===== src/rtl/global_defs.sv =====
// Matrix dimension limits and register-file addressing widths shared across the MPU.
package global_defs;

    localparam int M               = 4;
    localparam int N               = 4;
    localparam int MBITS           = $clog2(M);
    localparam int NBITS           = $clog2(N);
    localparam int MATRIX_REG_BITS = 2;

endpackage


===== src/rtl/mpu_data_types.sv =====
// Data types shared by the MPU load/store paths: float format, FSM states, size checks.
package mpu_data_types;

    import global_defs::*;

    typedef struct packed {
        logic        sign;
        logic [7:0]  exponent;
        logic [22:0] mantissa;
    } float_sp;

    typedef enum logic [1:0] {
        STORE_IDLE,
        STORE_REQUEST,
        STORE_MATRIX,
        STORE_DONE
    } store_state_e;

    typedef enum logic [1:0] {
        LOAD_IDLE,
        LOAD_REQUEST,
        LOAD_MATRIX,
        LOAD_DONE
    } load_state_e;

    // A matrix transfer needs at least one element and must fit the register file.
    function automatic logic matrix_size_ok(input logic [MBITS:0] m, input logic [NBITS:0] n);
        return (m != '0) && (n != '0) &&
               (m <= (MBITS+1)'(M)) && (n <= (NBITS+1)'(N));
    endfunction

endpackage


===== src/rtl/mpu_index_counter.sv =====
// Row-major (i,j) walker over an m x n matrix; wraps to (0,0) after the last element.
module mpu_index_counter
    import global_defs::*;
(
    input  logic             clk,
    input  logic             rst,
    input  logic             clear,
    input  logic             advance,
    input  logic [MBITS:0]   m,
    input  logic [NBITS:0]   n,
    output logic [MBITS:0]   i,
    output logic [NBITS:0]   j,
    output logic             last
);

    logic row_end;
    logic col_end;

    assign row_end = (i == m - (MBITS+1)'(1));
    assign col_end = (j == n - (NBITS+1)'(1));
    assign last    = row_end && col_end;

    always_ff @(posedge clk or negedge rst) begin
        if (!rst) begin
            i <= '0;
            j <= '0;
        end else if (clear) begin
            i <= '0;
            j <= '0;
        end else if (advance) begin
            if (col_end) begin
                j <= '0;
                i <= row_end ? '0 : i + (MBITS+1)'(1);
            end else begin
                j <= j + (NBITS+1)'(1);
            end
        end
    end

endmodule


===== src/rtl/mpu_load.sv =====
// Matrix load engine: streams floats from memory into the matrix register file row-major.
module mpu_load
    import global_defs::*;
    import mpu_data_types::*;
(
    input  logic                       clk,
    input  logic                       rst,
    input  logic                       load_req_in,
    input  logic [MBITS:0]             mem_m_load_size_in,
    input  logic [NBITS:0]             mem_n_load_size_in,
    input  logic [MATRIX_REG_BITS:0]   mem_load_addr_in,
    input  logic                       mem_load_valid_in,
    input  float_sp                    mem_load_element_in,
    output logic                       mem_load_ack_out,
    input  logic                       reg_load_ready_in,
    output logic                       reg_load_req_out,
    output float_sp                    reg_load_element_out,
    output logic [MBITS:0]             reg_i_load_loc_out,
    output logic [NBITS:0]             reg_j_load_loc_out,
    output logic [MATRIX_REG_BITS:0]   reg_load_addr_out,
    output logic [MBITS:0]             reg_m_load_size_out,
    output logic [NBITS:0]             reg_n_load_size_out,
    output logic                       load_done_out,
    output logic                       load_error_out
);

    load_state_e     state;
    logic            ack;
    logic            ptr_clear;
    logic [MBITS:0]  row_ptr;
    logic [NBITS:0]  col_ptr;
    logic            ptr_last;

    // Ack is combinational so an element is consumed in the same cycle it is offered.
    assign ack              = (state == LOAD_MATRIX) && mem_load_valid_in;
    assign mem_load_ack_out = ack;
    assign ptr_clear        = (state != LOAD_MATRIX);

    mpu_index_counter u_index (
        .clk     (clk),
        .rst     (rst),
        .clear   (ptr_clear),
        .advance (ack),
        .m       (reg_m_load_size_out),
        .n       (reg_n_load_size_out),
        .i       (row_ptr),
        .j       (col_ptr),
        .last    (ptr_last)
    );

    always_ff @(posedge clk or negedge rst) begin
        if (!rst) begin
            state                <= LOAD_IDLE;
            reg_load_req_out     <= 1'b0;
            reg_load_element_out <= '0;
            reg_i_load_loc_out   <= '0;
            reg_j_load_loc_out   <= '0;
            reg_load_addr_out    <= '0;
            reg_m_load_size_out  <= '0;
            reg_n_load_size_out  <= '0;
            load_done_out        <= 1'b0;
            load_error_out       <= 1'b0;
        end else begin
            reg_load_req_out <= 1'b0;
            load_done_out    <= 1'b0;
            load_error_out   <= 1'b0;

            case (state)
                LOAD_IDLE: begin
                    if (load_req_in) begin
                        reg_m_load_size_out <= mem_m_load_size_in;
                        reg_n_load_size_out <= mem_n_load_size_in;
                        reg_load_addr_out   <= mem_load_addr_in;
                        if (matrix_size_ok(mem_m_load_size_in, mem_n_load_size_in)) begin
                            state <= LOAD_REQUEST;
                        end else begin
                            load_error_out <= 1'b1;
                        end
                    end
                end

                LOAD_REQUEST: begin
                    if (reg_load_ready_in) begin
                        state <= LOAD_MATRIX;
                    end
                end

                // Done is raised alongside the final strobe, not a cycle after it.
                LOAD_MATRIX: begin
                    if (ack) begin
                        reg_load_req_out     <= 1'b1;
                        reg_load_element_out <= mem_load_element_in;
                        reg_i_load_loc_out   <= row_ptr;
                        reg_j_load_loc_out   <= col_ptr;
                        if (ptr_last) begin
                            load_done_out <= 1'b1;
                            state         <= LOAD_DONE;
                        end
                    end
                end

                LOAD_DONE: begin
                    state <= LOAD_IDLE;
                end

                default: begin
                    state <= LOAD_IDLE;
                end
            endcase
        end
    end

endmodule


===== config.mk =====
export PLATFORM = sky130hd
export DESIGN_NAME = mpu_load
export DESIGN_NICKNAME = d
export VERILOG_FILES = /design/src/rtl/global_defs.sv /design/src/rtl/mpu_data_types.sv /design/src/rtl/mpu_index_counter.sv /design/src/rtl/mpu_load.sv
export SDC_FILE = /design/constraint.sdc
export NUM_CORES = 1
export LEC_CHECK = 0
export CORE_ASPECT_RATIO = 1.4
export CORE_MARGIN = 2
export CORE_UTILIZATION = 39
export DETAILED_ROUTE_END_ITERATION = 10
export PLACE_DENSITY = 0.87
export SLEW_MARGIN = 25
export SYNTH_ARGS = -nofsm -noshare
export SYNTH_HDL_FRONTEND = slang
export SYNTH_HIERARCHICAL = 1
export SYNTH_SLANG_ARGS = --single-unit
export TNS_END_PERCENT = 5

===== constraint.sdc =====
create_clock -name clk -period 2.2 [get_ports clk]
set_input_delay 0.55 -clock clk [delete_from_list [all_inputs] [get_ports clk]]
set_output_delay 0.55 -clock clk [all_outputs]
set_load 0.01 [all_outputs]

Word level (Yosys, flattened, before mapping) --
Index checks and enable logic that the tools add are counted.
Operators by class: add/sub/neg operators 4, equality and inequality tests 11, magnitude comparators 2, reductions and logical operators 14, mux-type cells 21
Operators by type and width (number):
- $mux 3 | 7
- $ne 2x2->1 const B | 6
- $mux 2 | 5
- $mux 1 | 8
- $pmux 2 s4 | 1
- $add 3x1->3 const B | 2
- $eq 3x3->1 | 2
- $le 3x3->1 const B | 2
- $reduce_and 2->1 | 3
- $reduce_bool 3->1 | 2
- $sub 3x1->3 const B | 2
- $logic_and 1x1->1 | 5
- $reduce_and 5->1 | 1
- $eq 2x2->1 const B | 2
- $reduce_bool 2->1 | 2
- $eq 2x1->1 const B | 1
- $logic_not 2->1 | 1
Storage, ports and cells: bits in registers 58

Longest topological paths before layout --
Gate-level depths: netlist (run 1).
depth in word-level cells 7, mapped depth 10

Hierarchy --
The synthesis (run 1) kept the hierarchy.
By module, submodules not included:
- mpu_load | area each 2037.0 sq um, cells each 125, seq. area each 1301.2 sq um, times used 1
- mpu_index_counter | area each 456.7 sq um, cells each 45, seq. area each 150.1 sq um, times used 1

Worst setup path before layout (run 1) --
OpenSTA, ideal clock, no wires.
kind register to register, start register reg_n_load_size_out[0], end register state[1], setup slack -0.167 ns, path buffers 0, arrival 2.239 ns, data required time 2.072 ns, cell stages (with the launch flop) 9, clock period less this slack 2.367 ns, cell sequence dfrtp_1 inv_1 ha_1 xnor3_1 nand3_1 nor4_1 nand2_1 a221oi_2 mux2_1
On the way: word-level cells in the longest chain between the ends 5
Ends and longest elaborated chain:
- start, declared | line mpu_load.sv:22 | output logic [NBITS:0] reg_n_load_size_out,
- start signal, assigned | line mpu_load.sv:72 | reg_n_load_size_out <= mem_n_load_size_in;
- $sub 3x1->3 | line mpu_index_counter.sv:20 | assign col_end = (j == n - (NBITS+1)'(1));
- $eq 3x3->1 | line mpu_index_counter.sv:20
- $logic_and 1x1->1 | line mpu_index_counter.sv:21 | assign last = row_end && col_end;
- net ptr_last | line mpu_load.sv:32 | logic ptr_last;
- $ne 2x2->1 (no line)
- $reduce_and 5->1 (no line)
- end signal, assigned | line mpu_load.sv:53 | state <= LOAD_IDLE;
- end signal, assigned | line mpu_load.sv:75 | state <= LOAD_REQUEST;
- end signal, assigned | line mpu_load.sv:84 | state <= LOAD_MATRIX;
- end, declared | line mpu_load.sv:27 | load_state_e state;
The timed path passes the listed nets, and every way through them passes these cells. A chain may end at the register's enable or synchronous reset.

Worst setup path in the final report (run 1) --
start register reg_m_load_size_out[1], end register state[1]
On the way: word-level cells in the longest chain between the ends 5
Ends and longest elaborated chain:
- start, declared | line mpu_load.sv:21 | output logic [MBITS:0] reg_m_load_size_out,
- start signal, assigned | line mpu_load.sv:71 | reg_m_load_size_out <= mem_m_load_size_in;
- $sub 3x1->3 | line mpu_index_counter.sv:19 | assign row_end = (i == m - (MBITS+1)'(1));
- $eq 3x3->1 | line mpu_index_counter.sv:19
- $logic_and 1x1->1 | line mpu_index_counter.sv:21
- net ptr_last | line mpu_load.sv:32
- $ne 2x2->1 (no line)
- $reduce_and 5->1 (no line)
The timed path passes the listed nets, and every way through them passes these cells.

==> impl_metrics.yaml, run 1 <==
status:
  status: "completed"
setup_path:
  startpoint: "reg_m_load_size_out[1]"
  crit_path_max_fanout: 3
  worstRegToRegCells: 7
  required_ns: 2.40
  timing.rr.end: "state[1]"
  startpoint_type: "flop"
  critical_path_class: "reg -> reg"
  cp.arrival_ns: 2.28
  r2r_slack_ns: 0.12
  r2r_start: "reg_m_load_size_out[1]"
  cp-end-kind: "flop"
cts:
  clock_path_buffers: 2
  clockRootBuffer: "clkbuf_8"
  cts_sinks: 58
  clk_latency_ns: 0.33
  cts_tree: "done"
  clkTransAtPathRegs_ns: 0.07
  cts_buffers: 9
  htreeDepth: 3
timing:
  drv_slew: 0
  max_freq_mhz: 482
  tns_ns: 0
  tightest_slew_ns: 0.506
  hold_violations: 0
  relSlewSlack_pct: 66.3
  rsz0062_at_grt: "false"
  skew_ns: 0.00889
  fin_ws_ns: 0.124
  finalCritPeriodShare_pct: 94.4
  period_needed_ns: 2.08
  final-setup-viol-count: 0
cells_and_area:
  area_growth_pct: 53.4
  nNetsFinal: 336
  final_cells: 360
  antenna_cells: 0
  drive_gt1_share_pct: 27.1
  final_cell_area_um2: 3820
pwr:
  total_leakage_power_nw: 1.69
  ir_worst_vdd_v: 0.000705
  total_power_mw: 5.29
  powerDensity_nw_per_um2: 1380
synthesis:
  ys_top_cells_by_area: "dfrtp_1 (58%), mux2_2 (17%), mux2_1 (4.5%)"
  synth-seq-cells: 58
  synth_edf_count: 0
  synth_largest_area_cell: "dfrtp_1"
  synth.distinct_cells: 36
  seq_area_frac_synth_pct: 58.2
  synthTopCellsByCount: "dfrtp_1 (58), mux2_2 (38), inv_1 (10), mux2_1 (10), ha_1 (7)"
  syn_avg_cell_area_um2: 14.7
  yosysMostFrequentCell: "dfrtp_1"
  synth_top_area_share_pct: 58.2
  postSynthNetCount: 223
  yosysWarnings: 6
  syn_inst: 170
  synthFlopType: "dfrtp_1"
  syn_area_um2: 2490
  async_flop_share_pct: 100
floorplanning:
  die-width_um: 71.6
  core-area_um2: 6210
  chipHeight_um: 98.6
  start_util_pct: 40.1
  io_pins: 97
  die_area_um2: 7060
  rows: 34
global_route:
  grt_pass1_vias: 1880
  grt_usage_pct: 15.9
  grt-ovfl-total: 0
  grt_max_degree: 39
  grt_antenna_before_repair: 0
  grt_pass1_wl_um: 8760
route:
  drc: 0
  wirelength_um: 5240
  ant_nets: 0
  routedWlPerCell_um: 14.5
  vias: 1777
  drt_iter0_markers: 82
  via_per_inst: 4.94
  detail_route.first_pass.iterations: 4
job:
  cap_violations: 0
place:
  dpl_cell_area_um2: 3590
  io_buffers: 96
  dp_slack_ns: -0.122
  dp_cells: 343
  hpwl_um: 3880
  place.gp.congestion: 0.772
worst_hold_path:
  hp-class: "in -> async"
worst max-delay path by stage:
stage	to	slack (ns)	cells past startpoint
floorplan	state[1]	0.01	8
global placement	mem_load_ack_out	-0.13	4
detailed placement	mem_load_ack_out	-0.12	4
CTS	state[1]	0.003	8
global route	state[1]	0.004	7
finish	state[1]	0.12	7
per-stage QoR:
step	hold slack (ns)	utilization [%]
floorplan	0.254	-
global placement	0.473	57.9
detailed placement	0.480	57.9
CTS	0.129	61.3
global route	0.152	61.6
finish	0.134	61.6
layout make-up:
class,instances,area [um^2]
inverters,10,37.5
flip-flops and latches,58,1450
clock inverters,5,53.8
repair buffers,106,1030
well taps,72,90.1
clock buffers,11,141
fillers,512,2390
multi-input cells,98,1020
cells in the final DEF (no fill, tap or decap), types with 2 or more instances in the layout:
master	count
inv_1	10
xnor2_1	2
dfrtp_1	58
buf_4	10
clkinv_2	3
ha_1	6
a21oi_1	3
nor2b_1	2
mux2_1	10
clkbuf_8	10
a21o_1	2
nand2_1	5
mux2_2	38
clkdlybuf4s50_1	94
nand2b_1	2
cell families (layout without fill, tap and decap cells):
logic type      after synthesis  count (layout)  synth area share [%]
compound gates               15              15                  5.47
xor+xnor                      6               6                  3.26
fa+ha+maj                     7               7                  3.51
buf+inv                      14             132                  2.56
flops                        58              58                  58.2
mux                          49              49                  22.1
simple gates                 21              21                  4.92
report_power, final:
part	leakage, nW	internal [mW]	switching, mW
registers	0.714	1.53	0.253
clock network	0.103	0.550	0.409
logic	0.875	1.53	1.02
routing by layer:
| layer | up-vias | wire (um) | GRT usage [%] |
|---|---|---|---|
| met1 | 887 | 2130 | 18.9 |
| met5 | - | 0 | 0 |
| li1 | 825 | - | - |
| met2 | 59 | 2720 | 27.1 |
| met4 | 0 | 52 | 5.66 |
| met3 | 6 | 334 | 4.60 |
critical path, stage by stage, from the launching register on:
cell	delay (ns)
dfrtp_1	0.37
inv_1	0.06
ha_1	0.29
xnor2_1	0.20
nor4_4	0.30
nand2_1	0.10
a221oi_2	0.29
mux2_1	0.35
flip-flops by register name, summed over array words and instances (netlist names), 2 cells and up:
name,count
reg_j_load_loc_out,3
reg_n_load_size_out,3
reg_load_element_out,32
u_index/i,3
reg_i_load_loc_out,3
u_index/j,3
state,2
reg_load_addr_out,3
reg_m_load_size_out,3
what timing repair did:
action,4_1_cts,5_1_grt
cloned,0,0
endpoints found under the setup margin,2,1
hold buffers,0,0
pin swaps,0,3
setup buffers,0,1
resized for setup,4,1
(Power assumes the default switching activity.)
==> run 2, diff against run 1 <==
HOLD_SLACK_MARGIN = 0.1   (was unset)
SLEW_MARGIN = unset   (was 25)
==> results of run 2 <==
No change in the layout: final DEF, timing and power equal those of run 1.
